## config.mk

```make
export PLATFORM = sky130hd
export DESIGN_NAME = cpu_step_controller
export DESIGN_NICKNAME = d
export VERILOG_FILES = /design/src/rtl/cpu_ctrl_pkg.sv /design/src/rtl/cpu_step_controller_wait_timer.sv /design/src/rtl/cpu_step_controller.sv
export SDC_FILE = /design/constraint.sdc
export NUM_CORES = 1
export LEC_CHECK = 0
export BUFFER_PORTS_ARGS = -buffer_cell sky130_fd_sc_hd__buf_4
export CAP_MARGIN = 5
export CELL_PAD_IN_SITES_DETAIL_PLACEMENT = 1
export CELL_PAD_IN_SITES_GLOBAL_PLACEMENT = 1
export CORE_UTILIZATION = 41
export CTS_CLUSTER_DIAMETER = 40
export DETAILED_ROUTE_END_ITERATION = 12
export GPL_TIMING_DRIVEN = 0
export PLACE_DENSITY_LB_ADDON = 0.1
export SLEW_MARGIN = 15
export SYNTH_ARGS = -nofsm -noshare
export SYNTH_HDL_FRONTEND = slang
export SYNTH_SLANG_ARGS = --single-unit
```

## constraint.sdc

```tcl
create_clock -name clk -period 2.37 [get_ports clk]
set_clock_uncertainty 0.1 [all_clocks]
set_input_delay 0.1185 -clock clk [delete_from_list [all_inputs] [get_ports clk]]
set_output_delay 0.1185 -clock clk [all_outputs]
set_load 0.02 [all_outputs]
```

## src/rtl/cpu_ctrl_pkg.sv

```systemverilog
// Shared types and defaults for the multicycle step controller of the RISC-V core.
// The state encoding is also visible to anything that probes the controller.
package cpu_ctrl_pkg;

  typedef enum logic [2:0] {
    ST_START  = 3'd0,
    ST_FETCH  = 3'd1,
    ST_EXEC   = 3'd2,
    ST_MEM    = 3'd3,
    ST_COMMIT = 3'd4,
    ST_HALT   = 3'd5,
    ST_ERROR  = 3'd6
  } state_e;

  localparam int unsigned DEFAULT_TIMEOUT_CYCLES = 16;
  localparam int unsigned DEFAULT_CNT_W          = 8;

endpackage

```

## src/rtl/cpu_step_controller_wait_timer.sv

```systemverilog
// Bus wait counter shared by the FETCH and MEM handshakes.
// o_last flags the cycle whose increment would reach LIMIT.
module wait_timer
  import cpu_ctrl_pkg::*;
#(
  parameter int unsigned CNT_W = DEFAULT_CNT_W,
  parameter int unsigned LIMIT = DEFAULT_TIMEOUT_CYCLES
) (
  input  logic clk,
  input  logic reset,
  input  logic i_clr,
  input  logic i_en,
  output logic o_last
);

  localparam logic [CNT_W-1:0] LAST_VALUE = CNT_W'(LIMIT - 1);

  logic [CNT_W-1:0] r_count;

  // NOTE: sequential state is assigned with <= so every flop samples pre-edge values.
  always_ff @(posedge clk or posedge reset) begin
    if (reset) begin
      r_count <= '0;
    end else if (i_clr) begin
      r_count <= '0;
    end else if (i_en) begin
      r_count <= r_count + 1'b1;
    end
  end

  assign o_last = (r_count == LAST_VALUE);

endmodule

```

## src/rtl/cpu_step_controller.sv

```systemverilog
// Multicycle sequencer: holds the PC except in COMMIT, runs the imem/dmem
// req/ack handshakes, gates register-file writes and traps bus timeouts.
module cpu_step_controller
  import cpu_ctrl_pkg::*;
#(
  parameter int unsigned TIMEOUT_CYCLES = DEFAULT_TIMEOUT_CYCLES,
  parameter int unsigned CNT_W          = DEFAULT_CNT_W
) (
  input  logic        clk,
  input  logic        reset,
  input  logic        imem_ack,
  input  logic        dmem_ack,
  input  logic        is_load,
  input  logic        is_store,
  input  logic        halt_req,
  output logic        imem_req,
  output logic        ir_we,
  output logic        dmem_req,
  output logic        dmem_we,
  output logic        rf_we_en,
  output logic        waitt,
  output logic        bus_error,
  output logic        halted,
  output logic [31:0] retired_count
);

  state_e      r_state;
  state_e      w_next;
  logic        r_store;
  logic        r_ir_we;
  logic [31:0] r_retired_count;
  logic        w_wait_en;
  logic        w_wait_last;

  wait_timer #(
    .CNT_W (CNT_W),
    .LIMIT (TIMEOUT_CYCLES)
  ) u_wait_timer (
    .clk    (clk),
    .reset  (reset),
    .i_clr  (!w_wait_en),
    .i_en   (w_wait_en),
    .o_last (w_wait_last)
  );

  always_ff @(posedge clk or posedge reset) begin
    if (reset) begin
      r_state <= ST_START;
    end else begin
      r_state <= w_next;
    end
  end

  // An ack on the limit cycle is tested first, so it completes the handshake.
  always_comb begin
    // NOTE: defaults first so every path assigns every output and no latch is inferred.
    w_next    = r_state;
    w_wait_en = 1'b0;
    case (r_state)
      ST_START:  w_next = ST_FETCH;
      ST_FETCH: begin
        if (imem_ack) begin
          w_next = ST_EXEC;
        end else if (w_wait_last) begin
          w_next = ST_ERROR;
        end else begin
          w_wait_en = 1'b1;
        end
      end
      ST_EXEC: begin
        if (halt_req) begin
          w_next = ST_HALT;
        end else if (is_store || is_load) begin
          w_next = ST_MEM;
        end else begin
          w_next = ST_COMMIT;
        end
      end
      ST_MEM: begin
        if (dmem_ack) begin
          w_next = ST_COMMIT;
        end else if (w_wait_last) begin
          w_next = ST_ERROR;
        end else begin
          w_wait_en = 1'b1;
        end
      end
      ST_COMMIT: w_next = ST_FETCH;
      ST_HALT:   w_next = ST_HALT;
      ST_ERROR:  w_next = ST_ERROR;
      default:   w_next = ST_START;
    endcase
  end

  // Store wins over load, so the flag is simply is_store captured in EXEC.
  always_ff @(posedge clk or posedge reset) begin
    if (reset) begin
      r_store         <= 1'b0;
      r_ir_we         <= 1'b0;
      r_retired_count <= '0;
    end else begin
      r_ir_we <= (r_state == ST_FETCH) && imem_ack;
      if (r_state == ST_EXEC) begin
        r_store <= is_store;
      end
      if (r_state == ST_COMMIT) begin
        r_retired_count <= r_retired_count + 32'd1;
      end
    end
  end

  assign imem_req      = (r_state == ST_FETCH);
  assign ir_we         = r_ir_we;
  assign dmem_req      = (r_state == ST_MEM);
  assign dmem_we       = (r_state == ST_MEM) && r_store;
  assign rf_we_en      = (r_state == ST_COMMIT);
  assign waitt         = (r_state != ST_COMMIT);
  assign bus_error     = (r_state == ST_ERROR);
  assign halted        = (r_state == ST_HALT);
  assign retired_count = r_retired_count;

`ifndef SYNTHESIS
  a_halt_absorbing: assert property (@(posedge clk) disable iff (reset)
    (r_state == ST_HALT) |=> (r_state == ST_HALT));
  a_error_absorbing: assert property (@(posedge clk) disable iff (reset)
    (r_state == ST_ERROR) |=> (r_state == ST_ERROR));
  a_commit_one_cycle: assert property (@(posedge clk) disable iff (reset)
    (r_state == ST_COMMIT) |=> (r_state == ST_FETCH));
`endif

endmodule

```

## Yosys cells after proc, flatten, opt, wreduce, memory -nomap -nowiden

Index checks and enable logic that the tools add are counted.

- Input port bits: 7
- Register bits after elaboration: 45

- $add $sub $neg: 2
- Reduce and logical (&&, ||, !) cells: 5
- Mux-type cells: 11
- Equality and inequality tests: 8

Operators by type and width:

| kind | number |
|---|---|
| $add 32x1->32 const B | 1 |
| $pmux 3 s6 | 1 |
| $mux 3 | 5 |
| $eq 3x3->1 const B | 3 |
| $add 8x1->8 const B | 1 |
| $eq 8x4->1 const B | 1 |
| $mux 8 | 1 |
| $eq 3x2->1 const B | 2 |
| $eq 3x1->1 const B | 1 |
| $logic_not 3->1 | 1 |
| $mux 1 | 3 |
| $ne 3x3->1 const B | 1 |
| $logic_and 1x1->1 | 2 |
| $pmux 1 s2 | 1 |
| $reduce_or 2->1 | 1 |
| $logic_or 1x1->1 | 1 |

## Logic depth before layout (Yosys ltp)

- Word-level depth: 5
- Gate-level depth with buffers: 7
- Gate-level depth less buffers: 6

## Modules after synthesis

Synthesis repeated with hierarchy kept, for this count alone.

- Cell total of the unflattened synthesis: 203
- Area total of the unflattened synthesis: 2,179.6 um2

By module, submodules not included:

| module | instances | sequential area each (um2) | area an instance (um2) | cells each |
|---|---|---|---|---|
| cpu_step_controller | 1 | 925.9 | 1,771.7 | 163 |
| wait_timer | 1 | 200.2 | 407.9 | 40 |

## Least setup slack after synthesis

OpenSTA, ideal clock, no wires.

- Path kind: register to register
- Start point: register r_state[1]
- End point: register r_retired_count[13] (netlist: retired_count[13])
- Clock period less this slack: 1,998 ps
- Cell stages (with the launch flop): 7
- Arrival time: 1,768 ps
- Path buffers: 1
- Slack: 372 ps
- Cells stage by stage: dfrtp_1 > buf_2 > nor3b_4 > nand4_4 > nor4_1 > nand3_1 > xnor2_1

- Longest elaborated chain between the ends: 1

RTL lines:

| item | line | source |
|---|---|---|
| from (decl) | cpu_step_controller.sv:27 | `state_e r_state;` |
| from (signal assigned) | cpu_step_controller.sv:50 | `r_state <= w_next;` |
| $eq 3x3->1 | n/a |  |
| net rf_we_en | cpu_step_controller.sv:20 | `output logic rf_we_en,` |
| to (signal assigned) | cpu_step_controller.sv:107 | `r_retired_count <= r_retired_count + 32'd1;` |
| to (decl) | cpu_step_controller.sv:31 | `logic [31:0] r_retired_count;` |

The timed path passes the listed nets, and every way through them passes these cells.
A chain may end at the register's enable or synchronous reset.

## Worst setup path in the final report

- Start point: register r_state[1]
- End point: register r_retired_count[14] (netlist: retired_count[14])

- Longest elaborated chain between the ends: 1

RTL lines:

| item | line | source |
|---|---|---|
| $eq 3x3->1 | cpu_step_controller.sv:106 | `if (r_state == ST_COMMIT) begin` |

No other way between the ends.

==> impl_metrics.toml <==
[global_route]
gr-usage-all-layers = 0.183
grt_pass1_wl_um = 7380
grt.overflow.total = 0
grt_pass1_vias = 1587
grt_antenna_before_repair = 0
grt_max_degree = 32

[logic_synthesis]
ys_async_sr_fraction = 1.00
yosys-top-cells-count = "dfrtp_1, nor2_1, xnor2_1, nand2_1, xor2_1"
syn_nets = 201
syn_area_um2 = 2070
synth_cell_types = 32
syn_inst = 192
synth_ff_type = "dfrtp_1"
yosys_warnings = 0
synth_area_per_cell_um2 = 10.8
synthTopCellsByArea = "dfrtp_1, xnor2_1, xor2_1"
yosysTopAreaCell = "dfrtp_1"
yosysMostFrequentCell = "dfrtp_1"
yosys.area.top_type_share = 0.543
synth_edf_count = 0
seq_area_frac_synth = 0.543
synth.ff_latch_count = 45

[setup_path]
crit_required_ns = 2.45
cp_max_fo = 10
cp_data_arrival_time_ns = 2.17
worst_setup_path_start_kind = "flop"
worstSetupPathType = "flop to flop"
cp-end-kind = "flop"

[drt]
vias = 1536
wl_per_cell_um = 13.4
drt_drc_violations_left = 0
ant_nets = 0
drt_pass1_iterations = 4
drt_wl_total_um = 4240
via_per_inst = 4.85
drtIter0Drc = 56

[timing]
tightest_slew_ns = 0.514
final_hold_viol_count = 0
rsz0062_at_grt = "false"
setup_violations = 0
slew_viol_final = 0
post-route-min-period_ns = 2.09
fin_ws_ns = 0.284
fmax_ghz = 0.479
slew-limit-headroom = 0.654
period_share = 0.880
fin_setup_tns_ns = 0

[cts]
numCtsBuffers = 5
clockBufferDepth = 2
cts_tree = "built"
htreeDepth = 2
clock-sinks = 45
post_cts_buffers = 0
insertion_delay_ns = 0.30
clk_pin_slew_ns = 0.08
clockRootBuffer = "clkbuf_8"

[finish]
fin_nets = 258
fill_cells = 545
fin_util = 0.552
final_layout_size_suffix_gt1_frac = 0.276
syn_to_final_growth_pct = 27.6
antenna_cells = 0

[floorplan]
dieArea_um2 = 5340
die_height_um = 73.1
fp.coreArea_um2 = 4790
rows = 25
fp.dieW_um = 73.1
pin_count = 47
start_util = 0.433

[power]
power_frac_comb = 0.280
p_sw_uw = 661
ir_drop_uv = 474
swShare = 0.339
cell_internal_pwr_mw = 1.29
p_seq_frac = 0.483
clkPwrFrac = 0.237
p_per_area_nw_per_um2 = 738
p_leak_nw = 1.32

[job]
maxCapViolCount = 0

[placement]
globalplace.congestion = 0.734
portBuffers = 46
dp_hpwl_um = 3140
post-place-ws_ns = 0.160

[outcome]
status = "finished, final reports clean"

[min_path]
hp-class = "input pin to flop"
==> cells in the final DEF, fill, tap and decap left out, types with 2 or more instances in the layout <==
cell,instances
nor2_1,26
o21ai_0,2
xor2_1,13
nand4_1,6
and3_1,9
xnor2_1,25
ha_1,2
nand3_1,11
clkinv_2,2
inv_1,5
nor3_1,3
buf_2,2
buf_4,46
dlygate4sd3_1,3
clkbuf_8,5
mux2_2,2
dfrtp_1,45
nand2_1,21
==> registers in the layout, summed over array words and instances (netlist names) <==
name                  flops
ir_we                     1
r_state                   3
r_store                   1
retired_count            32
u_wait_timer.r_count      8
==> final cells by class <==
type                    instances  area [um2]  area share
clock buffers                   5        68.8      0.0260
plain buffers                   3        13.8     0.00521
well taps                      67        83.8      0.0317
multi-input cells             138         916       0.346
clock inverters                 3        17.5     0.00663
inverters                       6        22.5     0.00852
repair buffers                 50         395       0.150
flip-flops and latches         45        1130       0.426
==> final timing paths <==
check | from | to | slack, ns | cells past startpoint
setup / recovery | r_state[1]$_DFF_PP0_ | retired_count[14]$_DFFE_PP0P_ | 0.28 | 7
max in group asynchronous | reset | u_wait_timer.r_count[4]$_DFF_PP0_ | 1.46 | 4
setup reg to reg | r_state[1]$_DFF_PP0_ | retired_count[14]$_DFFE_PP0P_ | 0.28 | 7
hold / removal | dmem_ack | r_state[1]$_DFF_PP0_ | 0.05 | 4
min in group asynchronous | reset | retired_count[21]$_DFFE_PP0P_ | 0.24 | 3
hold reg to reg | u_wait_timer.r_count[0]$_DFF_PP0_ | u_wait_timer.r_count[0]$_DFF_PP0_ | 0.37 | 1
==> routing by layer <==
metal / vias to the layer above / GRT usage / wire length [um] / part of all wire
li1: 752 / - / - / -
met1: 748 / 0.223 / 1870 / 0.44
met2: 28 / 0.314 / 2160 / 0.51
met3: 8 / 0.0387 / 128 / 0.030
met4: 0 / 0.0784 / 78 / 0.018
met5: - / 0 / 0 / 0
==> power groups by stage <==
stage                     Combinational [mW]  Sequential [mW]  Clock [mW]
after floorplan                        0.314            0.989           0
after global placement                 0.534            0.961           0
after detailed placement               0.548            0.962           0
after CTS                              0.556            0.947       0.486
after global routing                   0.603            0.962       0.502
final                                  0.546            0.943       0.463
==> worst max-delay path: stages, from the launching register on <==
cell and delay [ns]:
dfrtp_1 0.36, buf_2 0.19, nor3b_4 0.41, and3_1 0.22
buf_2 0.19, and2b_2 0.23, nand4_1 0.12, xnor2_1 0.15
==> metrics by stage <==
step                cells  total power [mW]  hold slack, ns  cell area (um2)
global placement      305              1.49           0.274             2500
finish                317              1.95          0.0510             2640
CTS                   317              1.99          0.0403             2640
detailed placement    306              1.51          0.0134             2520
floorplan             192              1.30           0.170             2070
global route          317              2.07          0.0814             2640
==> timing repair <==
item | in CTS | in global routing
hold buffers | 3 | 0
endpoints found under the setup margin | 0 | 2
endpoints found under the hold margin | 16 | 0
gates resized for setup | 0 | 1
==> cells by family (layout without fill, tap and decap cells) <==
kind of cell             after synthesis  count (layout)  synth area share
XOR/XNOR                              38              38             0.161
AO/OA/AOI/OAI                          6               6            0.0205
AND/OR/NAND/NOR                       90              90             0.235
flip-flops                            45              45             0.543
buffers and inverters                  9              67            0.0175
multiplexers                           2               2            0.0109
adder cells (fa/ha/maj)                2               2            0.0121
(Power assumes the default switching activity.)
